==> config.mk <==
export PLATFORM = sky130hd
export DESIGN_NAME = sram_arbiter
export DESIGN_NICKNAME = d
export VERILOG_FILES = /design/src/rtl/sram_arbiter_pkg.sv /design/src/rtl/sram_read_tag_pipe.sv /design/src/rtl/sram_arbiter.sv
export SDC_FILE = /design/constraint.sdc
export NUM_CORES = 1
export LEC_CHECK = 0
export ABC_AREA = 0
export BUFFER_PORTS_ARGS = -buffer_cell sky130_fd_sc_hd__buf_2
export CAP_MARGIN = 20
export CORE_UTILIZATION = 45
export CTS_BUF_LIST = sky130_fd_sc_hd__clkbuf_4 sky130_fd_sc_hd__clkbuf_8 sky130_fd_sc_hd__clkbuf_16
export CTS_CLUSTER_SIZE = 16
export DETAILED_ROUTE_END_ITERATION = 8
export GPL_ROUTABILITY_DRIVEN = 0
export PLACE_DENSITY = 0.76
export SLEW_MARGIN = 40
export SYNTH_ARGS = -nofsm -noshare
export SYNTH_HDL_FRONTEND = slang
export SYNTH_SLANG_ARGS = --single-unit
==> constraint.sdc <==
create_clock -name Clock_50 -period 2.15 [get_ports Clock_50]
set_clock_uncertainty 0.05 [all_clocks]
set_input_delay 0.3225 -clock Clock_50 [delete_from_list [all_inputs] [get_ports Clock_50]]
set_output_delay 0.3225 -clock Clock_50 [all_outputs]
set_load 0.02 [all_outputs]
==> src/rtl/sram_arbiter_pkg.sv <==
// ============================================================================
// sram_arbiter_pkg : shared arbiter state type, SRAM timing defaults, read tag
// Revision: 1.0
// ============================================================================
`default_nettype none

package sram_arbiter_pkg;

   typedef enum logic [0:0] {
      ARB_READY = 1'b0,
      ARB_TURN  = 1'b1
   } arb_state_type;

   localparam int SRAM_READ_LATENCY = 2;
   localparam int ARB_MAX_WAIT      = 4;

   typedef struct packed {
      logic valid;
      logic port;
   } read_tag_t;

endpackage

`default_nettype wire

==> src/rtl/sram_read_tag_pipe.sv <==
// ============================================================================
// sram_read_tag_pipe : shift register of {valid, port} read tags, sync clear
// Revision: 1.0
// ============================================================================
`default_nettype none

module sram_read_tag_pipe
   import sram_arbiter_pkg::*;
#(
   parameter int DEPTH = 3
) (
   input  logic      clk_i,
   input  logic      clr_i,
   input  read_tag_t tag_i,
   output read_tag_t tag_o
);

   read_tag_t stage_q [DEPTH];

   always_ff @(posedge clk_i) begin
      if (clr_i) begin
         for (int i = 0; i < DEPTH; i++) begin
            stage_q[i] <= '0;
         end
      end else begin
         stage_q[0] <= tag_i;
         for (int i = 1; i < DEPTH; i++) begin
            stage_q[i] <= stage_q[i-1];
         end
      end
   end

   assign tag_o = stage_q[DEPTH-1];

endmodule

`default_nettype wire

==> src/rtl/sram_arbiter.sv <==
// ============================================================================
// sram_arbiter : two-port fixed-priority SRAM arbiter with starvation bound,
//                read->write turnaround bubble and tagged read return
// Revision: 1.0
// ============================================================================
`default_nettype none

module sram_arbiter
   import sram_arbiter_pkg::*;
#(
   parameter int READ_LATENCY = SRAM_READ_LATENCY,
   parameter int MAX_WAIT     = ARB_MAX_WAIT
) (
   input  logic        Clock_50,
   input  logic        Reset,
   input  logic        SRAM_ready,
   input  logic [1:0]  req,
   input  logic [1:0]  we_n,
   input  logic [17:0] addr0,
   input  logic [17:0] addr1,
   input  logic [15:0] wdata0,
   input  logic [15:0] wdata1,
   output logic [1:0]  gnt,
   output logic [1:0]  rvalid,
   output logic [15:0] rdata,
   output logic [17:0] SRAM_address,
   output logic [15:0] SRAM_write_data,
   output logic        SRAM_we_n,
   input  logic [15:0] SRAM_read_data
);

   arb_state_type state_q, state_d;
   logic [2:0]    starve_q, starve_d;
   logic          last_read_q;
   logic [17:0]   addr_q;
   logic [15:0]   wdata_q;
   logic          we_n_q;
   logic [1:0]    rvalid_q;
   logic [15:0]   rdata_q;

   logic          w_force1;
   logic          w_pick1;
   logic          w_cand;
   logic          w_cand_we_n;
   logic          w_turn;
   logic          w_accept;
   read_tag_t     w_tag_in;
   read_tag_t     w_tag_out;

   assign w_force1    = req[1] && (starve_q == 3'(MAX_WAIT));
   assign w_pick1     = req[1] && (!req[0] || w_force1);
   assign w_cand      = |req;
   assign w_cand_we_n = w_pick1 ? we_n[1] : we_n[0];
   // Only ARB_READY checks for the hazard, so the write is granted in ARB_TURN.
   assign w_turn      = (state_q == ARB_READY) && w_cand && !w_cand_we_n && last_read_q;

   always_comb begin
      gnt      = 2'b00;
      state_d  = state_q;
      starve_d = starve_q;

      if (SRAM_ready && !Reset && w_cand && !w_turn) begin
         gnt = w_pick1 ? 2'b10 : 2'b01;
      end

      case (state_q)
         ARB_READY: if (w_turn && SRAM_ready) state_d = ARB_TURN;
         ARB_TURN:  state_d = ARB_READY;
         default:   state_d = ARB_READY;
      endcase

      if (!req[1] || gnt[1]) begin
         starve_d = 3'd0;
      end else if (gnt[0]) begin
         starve_d = starve_q + 3'd1;
      end
   end

   assign w_accept       = |(req & gnt);
   assign w_tag_in.valid = w_accept && w_cand_we_n;
   assign w_tag_in.port  = w_pick1;

   sram_read_tag_pipe #(
      .DEPTH (READ_LATENCY + 1)
   ) u_tag_pipe (
      .clk_i (Clock_50),
      .clr_i (Reset),
      .tag_i (w_tag_in),
      .tag_o (w_tag_out)
   );

   always_ff @(posedge Clock_50) begin
      if (Reset) begin
         state_q     <= ARB_READY;
         starve_q    <= 3'd0;
         last_read_q <= 1'b0;
         addr_q      <= 18'd0;
         wdata_q     <= 16'd0;
         we_n_q      <= 1'b1;
         rvalid_q    <= 2'b00;
         rdata_q     <= 16'd0;
      end else begin
         state_q  <= state_d;
         starve_q <= starve_d;
         if (w_accept) begin
            addr_q      <= w_pick1 ? addr1 : addr0;
            wdata_q     <= w_pick1 ? wdata1 : wdata0;
            we_n_q      <= w_cand_we_n;
            last_read_q <= w_cand_we_n;
         end else begin
            we_n_q <= 1'b1;
         end
         rvalid_q <= w_tag_out.valid ? (w_tag_out.port ? 2'b10 : 2'b01) : 2'b00;
         if (w_tag_out.valid) begin
            rdata_q <= SRAM_read_data;
         end
      end
   end

   assign SRAM_address    = addr_q;
   assign SRAM_write_data = wdata_q;
   assign SRAM_we_n       = we_n_q;
   assign rvalid          = rvalid_q;
   assign rdata           = rdata_q;

endmodule

`default_nettype wire
==> out/results.txt, run 1 <==
Via count of the routed design: 2858. The cell at the root of the clock tree was sky130_fd_sc_hd__clkbuf_8. The detail-routed via count per cell is 4.911, and the overall track demand over capacity in global routing is 19.78%.

Walking the worst path, the cells encountered are inv_1 > ha_4 > and3_4 > o32ai_4 > o21ai_4 > nor2_2 > buf_6. The slack of the worst reg-to-reg path was 310 ps; the peak supply drop was 0.2977 mV. The part of the power in registers was 49.2%; the distinct cell type count of the synthesized netlist was 37. In this run the number of H-tree levels came out at 3. The endpoint identified for the worst register-to-register timing path is SRAM_write_data[3]. The first global-routing pass estimated 11590 um of wire. In this run the power density over the cells is 607.5 mW/mm^2.

The run gives 0 as the final count of hold timing violations. The worst path buffer plus inverter count was 2; the number of hold buffers added after CTS was 0. The tools report the final routed DRC violation total as 0. Setup violations remaining at the end of the flow were counted as 0. The die covers 0.007443 mm^2. In this run the biggest area consumer among cell types represents 40.09% of the synthesized area. The cell area that synthesis handed to floorplanning was 0.003196 mm^2. For the pin with the worst max-slew slack, the measured transition is 461.5 ps.

After routing the design area is 0.004161 mm^2. In this run the tightest slew margin relative to its limit is 69.23%. Clock-pin slew was measured on the worst setup and hold paths at 60 ps. The share of total power consumed by net switching was 25.11%; the async set or reset register ratio after synthesis was 0%. The number of optimization iterations in the first detailed-route pass is 4, and the max-slew violation total from the final report is 0. The library cell with the highest instance count after synthesis was sky130_fd_sc_hd__dfxtp_1. The run gives 64 as the number of clock sinks. The maximum root-to-sink buffer count was 2. The biggest fanout along the worst timing path came out at 3. The critical path class is reg -> out. In this run the remaining antenna-violating nets after routing total 0. In the final design database the tool counted 577 nets. The run finished with clean final reports. Setup repair after global routing left no endpoint under its margin. For the placeable core area, the log shows 0.006832 mm^2. Dividing the final minimum period by the clock period gives 96.07%. The post-detailed-route wirelength per cell came out at 12.43 um. Cell internal power was estimated by the tool at 1893 uW.

Cell taking the most area after synthesis: sky130_fd_sc_hd__dfxtp_1. Across the run, the number of max-cap violations was 0. The aggregate negative setup slack came out at 0 ps. The slowest stage of the critical path is the sky130_fd_sc_hd__dfxtp_2 cell. For the data arrival time of the worst path, the log shows 1690 ps. The worst hold path was traced through 3 stages. STA classifies the critical path startpoint as a flip-flop. The synthesized design contains 0 enable-type register cells. For the sequential fraction of the synthesis area, the log shows 40.09%. The run gives 0.003925 mm^2 as the cell area after placement. The hold path startpoint is SRAM_read_data[3].

Once detailed placement completed, the half-perimeter wirelength came to 5260 um. In this run the tool buffered the top-level ports with 145 buffer cells. The worst register-to-register path begins at starve_q[1].

The worst hold path terminates at rdata[3]. 146 I/O pins were placed. The count of yosys warnings during synthesis came out at 0. STA classifies the critical path endpoint as an output port. The repair_antennas step left the layout with diodes totalling 0.

The number of cells on the worst reg-to-reg path is 8. The tightest min-delay check is of the in -> reg type. The layout has 634 filler cells. The number of clock buffers added by TritonCTS is 9. From synthesis to final layout, the design area changed by 30.23%. TritonCTS built the clock tree.

For the number of standard cells after synthesis, the log shows 346. Broken down by cell family, the worst path's largest delay share belongs to compound AO/OA/AOI/OAI gates. The logs give 34.4% for the relative contribution of the clock network to total power and 0 for the initial antenna violation count. The floorplan row count is 30. The floorplan die height works out to 86.27 um.

The number of global-route vias before repair is 2675, and the chip width is 86.27 um. The number of nets handed over by synthesis was 439. Global routing finished with a remaining overflow of 0.

The initial utilization of the core area, before any placement, comes to 46.78%. For this design the static power due to leakage is 0.002126 uW. For the finished layout, the period the worst path requires is 2065 ps. The wire length after detailed routing is 7232 um, and the mean area per synthesized cell is 9.236 um^2. In the final layout, the share of cells above drive strength 1 is 42.59%. After synthesis the netlist holds a flip-flop and latch count of 64.

Entering global routing, the biggest net connects 65 pins. The largest single stage delay on the critical path is 330 ps. In this run the worst setup path begins at starve_q[1]. The clock latency on the worst-skew pair was 320 ps. The share of total power dissipated in combinational logic is 16.4%. The analysis attributes to net switching a power of 634.9 uW. For the violation count after the first detailed-routing iteration, the log shows 118. The commonest cells after synthesis are sky130_fd_sc_hd__dfxtp_1, sky130_fd_sc_hd__mux2i_1, sky130_fd_sc_hd__nand2_1. Based on the critical path, the design can be clocked at up to 0.4842 GHz. After synthesis, the cell types taking the most area are sky130_fd_sc_hd__dfxtp_1, sky130_fd_sc_hd__mux2i_1, sky130_fd_sc_hd__a21boi_0.

Data on the critical path is required at its endpoint by 1780 ps. In the synthesized netlist the dominant register cell turns out to be sky130_fd_sc_hd__dfxtp_1.
power by group through the flow:
stage | combinational, uW | clock (uW) | sequential, uW
final | 414 | 870 | 1240
after CTS | 415 | 902 | 1240
after global routing | 454 | 968 | 1250
after floorplan | 221 | 0 | 1310
after global placement | 399 | 0 | 1270
after detailed placement | 407 | 0 | 1270
worst max path at each step:
| stage | endpoint | slack, ps | cells past startpoint |
|---|---|---|---|
| floorplan | gnt[1] | 50 | 8 |
| global placement | gnt[1] | 260 | 7 |
| detailed placement | SRAM_write_data[3] | 170 | 7 |
| CTS | gnt[1] | 1 | 7 |
| global route | gnt[1] | 0.5 | 7 |
| finish | gnt[1] | 80 | 7 |
routing by layer:
layer	vias to the layer above	GRT usage, %	share of wire, %
met5	-	0	0
met4	0	8.333	1.6
met3	12	6.952	7.2
met2	110	34.63	48
met1	1256	21.71	43
li1	1480	-	-
flip-flops by register name (all words and copies together), names as in the netlist:
register,count
SRAM_address,18
SRAM_write_data,16
rdata,16
u_tag_pipe.stage_q,6
starve_q,3
rvalid,2
SRAM_we_n,1
last_read_q,1
state_q,1
per-stage QoR:
stage	setup slack [ps]	util, %	hold slack (ps)	std cells	power [uW]
global route	0.4605	60.92	179.6	582	2671
global placement	264.5	57.45	344.9	565	1668
CTS	1.029	60.68	175.8	582	2561
detailed placement	170.3	57.45	352.7	565	1677
floorplan	46.83	-	339.2	346	1535
finish	84.56	60.92	185.6	582	2528
cells by family (layout without fill, tap and decap cells):
kind of cell	count (synthesis)	count (layout)	share of synthesized area [%]
compound gates	78	78	16.80
fa+ha+maj	2	2	0.7830
buf+inv	34	174	7.008
flops	64	64	40.09
mux	52	52	16.29
simple gates	116	116	19.03
tightest hold or removal path, delay by kind of cell:
family	cells	cell delay, ps
and+or+nand+nor	1	70
muxes	1	50
buffers and inverters	1	80
cells in the final DEF (no fill, tap or decap), types with 3 or more instances in the layout:
| cell type | count |
|---|---|
| sky130_fd_sc_hd__nand2_1 | 37 |
| sky130_fd_sc_hd__nand3_1 | 3 |
| sky130_fd_sc_hd__nor2b_1 | 6 |
| sky130_fd_sc_hd__nor3_1 | 3 |
| sky130_fd_sc_hd__buf_4 | 9 |
| sky130_fd_sc_hd__mux2i_1 | 52 |
| sky130_fd_sc_hd__and3_1 | 15 |
| sky130_fd_sc_hd__o21ai_0 | 34 |
| sky130_fd_sc_hd__nor2_1 | 19 |
| sky130_fd_sc_hd__a21boi_0 | 34 |
| sky130_fd_sc_hd__and3_2 | 20 |
| sky130_fd_sc_hd__buf_2 | 144 |
| sky130_fd_sc_hd__dfxtp_1 | 62 |
| sky130_fd_sc_hd__clkbuf_8 | 11 |
timing repair:
item	in CTS	in global routing
resized for setup	9	4
gates cloned	0	0
endpoints found under the hold margin	0	0
setup endpoints to repair	2	2
pin swaps	4	3
buffers inserted	4	0
cell type report:
cell class / instances / area, um^2 / share of cell area (%)
tap: 96 / 120.1 / 2.886
clock buffer: 12 / 158.9 / 3.818
sequential: 64 / 1284 / 30.85
timing repair buffer: 157 / 854.6 / 20.54
clock inverter: 1 / 5.005 / 0.1203
inverter: 4 / 15.01 / 0.3608
multi-input combinational: 248 / 1724 / 41.43
Power figures use the tool's default switching activity.
==> inputs of run 2 (changes only) <==
==> constraint.sdc (replaced) <==
create_clock -name Clock_50 -period 2.2 [get_ports Clock_50]
set_clock_uncertainty 0.05 [all_clocks]
set_input_delay 0.33 -clock Clock_50 [delete_from_list [all_inputs] [get_ports Clock_50]]
set_output_delay 0.33 -clock Clock_50 [all_outputs]
set_load 0.02 [all_outputs]
==> run 2 against run 1 <==
Effect of this change: largest power group unchanged; setup slack improved by 16 ps; critical endpoint is now gnt[0]; non-clock buffer count is 1 lower; sequential power is essentially flat; largest cell class unchanged; combinational power shrank 2%; cell count is 0.17% higher.
==> out/results.txt, run 2 (same netlist as run 1, synthesis figures left out) <==
The number of nets in the final layout is 576 (-0.17%), and the number of global-route vias before repair is 2574 (-3.8%). The placeable core area came out at 0.006832 mm^2 (unchanged). The detail-routed via count per cell is 4.911 (about the same). Clock latency on the worst-skew pair: 320 ps (about the same). The final worst setup slack came out at 101.0 ps (+16.46 ps).

The fraction of layout instances using a drive strength above 1 was 42.71% (+0.12 points). The number of port buffers is 145 (unchanged). The tools report the final count of hold timing violations as 0 (unchanged). The worst setup path is captured at an output port. The wire length after detailed routing was 7319 um (+1.2%). The layer with the highest usage is met2. The flip-flop count of the largest register, all copies and words added is 18 (unchanged).

In the finished design, the share of the clock period the worst path needs comes to 95.41%. The run gives 2741 uW (+8.4%) as the total power draw. The power density over cell area is 651.2 mW/mm^2 (+7.2%), and the residual antenna-violating net count after detailed routing is 0 (unchanged).

The chip width works out to 86.27 um (unchanged). The layout-stage area growth over the synthesis result was 31.72%; the final worst hold slack was 191.8 ps (+6.156 ps). The final routed DRC violation total is 0 (unchanged), and the floorplan die height is 86.27 um (unchanged).

The data arrival time of the worst path was 1720 ps (+30 ps); the aggregate negative setup slack was 0 ps (unchanged). Critical path class: reg -> out. After layout, the minimum clock period comes to 2099 ps. Count of pins on the block boundary: 146 (unchanged). For the total half-perimeter wirelength after legalization and detailed placement, the log shows 5386 um (+2.4%). The tools report the initial core utilization as 46.78% (unchanged).

Leaving out fill and tap cells, the most frequent cells in the layout are sky130_fd_sc_hd__buf_2, sky130_fd_sc_hd__dfxtp_1, sky130_fd_sc_hd__mux2i_1, sky130_fd_sc_hd__nand2_1. The overall track demand over capacity in global routing is 19.70% (-0.073 points). The run gives 0 (unchanged) as the max-slew violation total from the final report. The root buffer cell chosen for the clock tree is sky130_fd_sc_hd__clkbuf_8. The floorplan row count was 30 (unchanged); the worst path buffer plus inverter count was 2 (unchanged).

The tools report the startpoint class of the critical path as a flip-flop. The logs give 625 (-1.4%) for the number of inserted filler cells in the final layout and 0.002145 uW (+0.90%) for the leakage power summed over all cells. The largest net degree at the start of global routing is 64 (-1.5%).

Cell type group with the largest total delay on the critical path: simple AND/OR/NAND/NOR gates. The commonest non-fill, non-tap cell in the layout is sky130_fd_sc_hd__buf_2. The logs give 2863 (+0.17%) for the via count of the routed design and 64 (unchanged) for the number of clock sinks. TritonCTS built the clock tree.

Setup repair after global routing left no endpoint under its margin. The timing-limited maximum frequency was 0.4764 GHz; the transition time at the pin with the least slew margin was 534.6 ps (+73.10 ps). The run finished with clean final reports. The worst relative slew slack was 64.09% (-5.1 points); the peak supply drop was 0.3250 mV (+9.2%).

The number of antenna cells inserted was 0 (unchanged); the wire length of the first global-routing pass was 11510 um (-0.72%). The maximum root-to-sink buffer count is 2 (unchanged), and the delay of the slowest critical-path stage is 350 ps (+20 ps). The required time at the endpoint of the critical path is 1820 ps (+40 ps). The initial antenna violation count is 0 (unchanged). The violation count after the first detailed-routing iteration came out at 97 (-18%). The number of max-cap violations came out at 0 (unchanged).

The biggest fanout along the worst timing path works out to 3 (unchanged). The path class of the tightest hold or removal check is in -> reg. The number of optimization iterations in the first detailed-route pass is 4 (unchanged), and the met1 global-route usage is 23.22% (+1.5 points). For the met3 track demand over resource, the log shows 5.524% (-1.4 points).

The global-route met2 utilization is 33.84% (-0.79 points), and the number of clock buffers inserted by TritonCTS is 9 (unchanged). The critical path goes through inv_2 > ha_4 > a21bo_2 > and2_1 > nor3_2 > buf_2. The number of H-tree levels is 3 (unchanged), and the total die area is 0.007443 mm^2 (unchanged). The run gives 0 (unchanged) as the number of setup violations in the final report. The area of the multi-input gates is 0.001723 mm^2 (about the same), and the post-detailed-route wirelength per cell is 12.55 um (+1.0%).

The logs give 0 (unchanged) for the leftover overflow at the end of global routing and 170.7 ps (+0.3770 ps) for the worst setup timing slack at the placement stage. For the sequential standard cell area, the log shows 0.001284 mm^2 (unchanged). The slowest stage of the critical path belongs to the cell sky130_fd_sc_hd__dfxtp_2. Clock edge transition at the registers on the reported setup and hold paths: 70 ps (about the same).
## run 2: path summary, 6_finish.rpt
kind	startpoint	endpoint	slack [ps]	cells past startpoint
setup / recovery	starve_q[1]	gnt[0]	100	6
hold / removal	SRAM_read_data[3]	rdata[3]	190	3
setup reg to reg	starve_q[1]	SRAM_write_data[8]	270	8
hold reg to reg	u_tag_pipe.stage_q[0][4]	rvalid[0]	370	1
## run 2: report_power, final
part | internal, uW | switching [uW] | leakage, uW
logic | 189 | 217 | 0.00151
clock network | 705 | 415 | 0.000116
registers | 1200 | 17.5 | 0.000521
total | 2090 | 649 | 0.00215
## run 2: final cells by class
type | instances | share of cell area [%]
Timing Repair Buffer | 156 | 20.04
Tap cell | 96 | 2.854
Multi-Input combinational cell | 248 | 40.93
Clock buffer | 12 | 3.775
Sequential cell | 64 | 30.50
Clock inverter | 3 | 1.546
Inverter | 4 | 0.3567
## run 2: tightest hold or removal path, delay by kind of cell
family	cells	cell delay (ps)
multiplexers	1	50
buffers and inverters	1	70
AND/OR/NAND/NOR	1	70
## run 2: metal layers
| layer | wire length (um) | vias up |
|---|---|---|
| met5 | 0 | - |
| met4 | 99 | 0 |
| met3 | 497 | 10 |
| met2 | 3527 | 108 |
| met1 | 3195 | 1270 |
| li1 | - | 1475 |
## run 2: repair_timing
item | CTS | global route
resized for setup | 8 | 7
setup buffers | 2 | 0
cloned | 0 | 0
endpoints found under the setup margin | 2 | 3
hold buffers | 0 | 0
pin swaps | 3 | 4
## run 2: stage by stage
step | instances | utilization [%] | area (um^2)
2_1_floorplan | 346 | - | 3196
3_3_place_gp | 566 | 57.38 | 3920
3_5_place_dp | 566 | 57.38 | 3920
5_1_grt | 583 | 61.61 | 4209
4_1_cts | 583 | 61.21 | 4182
6_report | 583 | 61.61 | 4209
==> inputs of run 3 (changes only) <==
==> constraint.sdc (replaced) <==
create_clock -name Clock_50 -period 2.3 [get_ports Clock_50]
set_clock_uncertainty 0.05 [all_clocks]
set_input_delay 0.345 -clock Clock_50 [delete_from_list [all_inputs] [get_ports Clock_50]]
set_output_delay 0.345 -clock Clock_50 [all_outputs]
set_load 0.02 [all_outputs]
==> run 3 against run 2 <==
Effect of this change: die area unchanged; power fell by 11%; non-clock buffer count stayed put; via count up 0.63%; clock power decreased by 20%; core utilization is 0.82 points lower; hold slack better by 7.6 ps; combinational power decreased by 5.7%; register-to-register slack gained 210 ps; critical path depth rose by 1; wire length is 0.49% lower.
==> out/results.txt, run 3 (same netlist as run 1, synthesis figures left out) <==
The floorplan row count was 30 (unchanged); the floorplan die height was 86.27 um (unchanged). The layout-stage area growth over the synthesis result is 29.95%, and the maximum root-to-sink buffer count is 2 (unchanged). Total half-perimeter wirelength after legalization and detailed placement: 5407 um (+0.39%). The cell type group with the largest total delay on the critical path was compound AO/OA/AOI/OAI gates.

The max-slew violation total from the final report came out at 0 (unchanged). Critical path class: reg -> out. The run gives 7283 um (-0.49%) as the wire length after detailed routing.

The violation count after the first detailed-routing iteration came out at 78 (-20%). The count of pins on the block boundary was 146 (unchanged). The chip width is 86.27 um (unchanged), and the number of port buffers is 145 (unchanged).

The total die area was 0.007443 mm^2 (unchanged). For the overall track demand over capacity in global routing, the log shows 19.47% (-0.24 points). Clock latency on the worst-skew pair: 330 ps (about the same).

The library cell used most frequently in the layout, excluding fill and tap cells, is sky130_fd_sc_hd__buf_2. For the aggregate negative setup slack, the log shows 0 ps (unchanged). The startpoint class of the critical path was a flip-flop.

The wire length of the first global-routing pass is 11490 um (-0.18%), and the placeable core area is 0.006832 mm^2 (unchanged). The worst path buffer plus inverter count is 2 (unchanged), and the flip-flop count of the largest register, all copies and words added is 18 (unchanged). For this design, the slowest cell found on the critical path is sky130_fd_sc_hd__dfxtp_2. The run finished with clean final reports. The via count of the routed design is 2881 (+0.63%), and the post-route minimum period is 2193 ps. The number of hold buffers added after CTS was 0 (unchanged); the peak supply drop was 0.2751 mV (-15%). For the placed cell count, the log shows 566 (unchanged). The worst relative slew slack is 68.34% (+4.3 points), and the biggest fanout along the worst timing path is 4 (+1). The leakage power summed over all cells is 0.002113 uW (-1.5%), and the post-detailed-route wirelength per cell is 12.47 um (-0.66%). The number of setup violations in the final report was 0 (unchanged); the transition time at the pin with the least slew margin was 471.3 ps (-63.34 ps). After layout, the worst path uses 95.33% of the clock period. For the number of clock buffers inserted by TritonCTS, the log shows 9 (unchanged). The number of global-route vias before repair is 2585 (+0.43%). The power density over cell area is 589.0 mW/mm^2 (-9.6%). The initial antenna violation count was 0 (unchanged). TritonCTS built the clock tree. The class of the most critical hold timing path is in -> reg. The number of H-tree levels was 3 (unchanged); the leftover overflow at the end of global routing was 0 (unchanged). The detail-routed via count per cell works out to 4.933 (+0.46%). The top cell types in the final layout, fill and taps aside, are sky130_fd_sc_hd__buf_2, sky130_fd_sc_hd__dfxtp_1, sky130_fd_sc_hd__mux2i_1, sky130_fd_sc_hd__nand2_1. The required time at the endpoint of the critical path was 1900 ps (+80 ps); the initial core utilization was 46.78% (unchanged). The tools report the number of nets in the final layout as 576 (unchanged). The count of non-filler cells in the finished layout came out at 584 (+0.17%). Number of clock sinks: 64 (unchanged).

Number of max-cap violations: 0 (unchanged). Traced cell by cell, the critical path runs through inv_1 > ha_2 > and3_4 > o32ai_4 > o21ai_4 > nor2_2 > buf_4. Setup repair after global routing left no endpoint under its margin. The fraction of layout instances using a drive strength above 1 was 42.21% (-0.50 points). The tools report the residual antenna-violating net count after detailed routing as 0 (unchanged). The tools report the number of optimization iterations in the first detailed-route pass as 5 (+1). Endpoint type of the worst setup path: an output port. The final routed DRC violation total came out at 0 (unchanged).

The final count of hold timing violations is 0 (unchanged), and the clock edge transition at the registers on the reported setup and hold paths is 70 ps (about the same). Delay of the slowest critical-path stage: 350 ps (about the same). The data arrival time of the worst path was 1800 ps (+80 ps). CTS placed an instance of sky130_fd_sc_hd__clkbuf_8 at the clock tree root.

For this run, the top clock speed supported by timing is 0.4561 GHz. The largest net degree at the start of global routing is 63 (-1.6%). The number of antenna cells inserted came out at 0 (unchanged).
## run 3: final timing paths
kind | startpoint | slack [ps] | depth (start not counted) | to
max | starve_q[0] | 110 | 7 | gnt[1]
min | SRAM_read_data[11] | 200 | 3 | rdata[11]
max reg2reg | starve_q[0] | 480 | 7 | SRAM_write_data[12]
min reg2reg | u_tag_pipe.stage_q[0][4] | 380 | 1 | rvalid[0]
## run 3: routing by layer
metal | wire length, um | vias to the layer above | GRT usage (%)
li1 | - | 1477 | -
met1 | 3231 | 1297 | 23.30
met2 | 3509 | 97 | 33.55
met3 | 477 | 10 | 5.238
met4 | 64 | 0 | 6.970
met5 | 0 | - | 0
## run 3: metrics by stage
step | setup slack (ps) | area (um^2) | util (%) | hold slack [ps] | power (uW)
after floorplan | 174.3 | 3196 | - | 339.2 | 1435
after global placement | 369.2 | 3920 | 57.38 | 347.0 | 1557
after detailed placement | 298.7 | 3920 | 57.38 | 351.5 | 1566
after CTS | 0.4530 | 4124 | 60.37 | 190.1 | 2462
after global routing | 24.00 | 4153 | 60.79 | 200.4 | 2554
final | 107.5 | 4153 | 60.79 | 199.3 | 2446
## run 3: layout make-up
| type | instances | area (um^2) |
|---|---|---|
| fillers | 645 | 2679 |
| multi-input cells | 248 | 1712 |
| flip-flops and latches | 64 | 1282 |
| repair buffers | 156 | 830.8 |
| clock buffers | 12 | 165.2 |
| well taps | 96 | 120.1 |
| clock inverters | 4 | 27.53 |
| inverters | 4 | 15.01 |
## run 3: repair_timing
item | CTS | global route
pin swaps | 1 | 1
resized for setup | 2 | 6
buffers inserted | 1 | 1
setup endpoints to repair | 1 | 1
## run 3: where the power goes
group,switching (uW),internal [uW],total (uW)
Clock,423,477,900
Sequential,17.2,1150,1160
Combinational,204,179,383
## run 3: worst reg2reg max path, delay by kind of cell, from the launching register on
kind            cells  cell delay, ps
fa+ha+maj           1             200
buf+inv             2             370
mux                 1             230
flops               1             350
compound gates      3             540
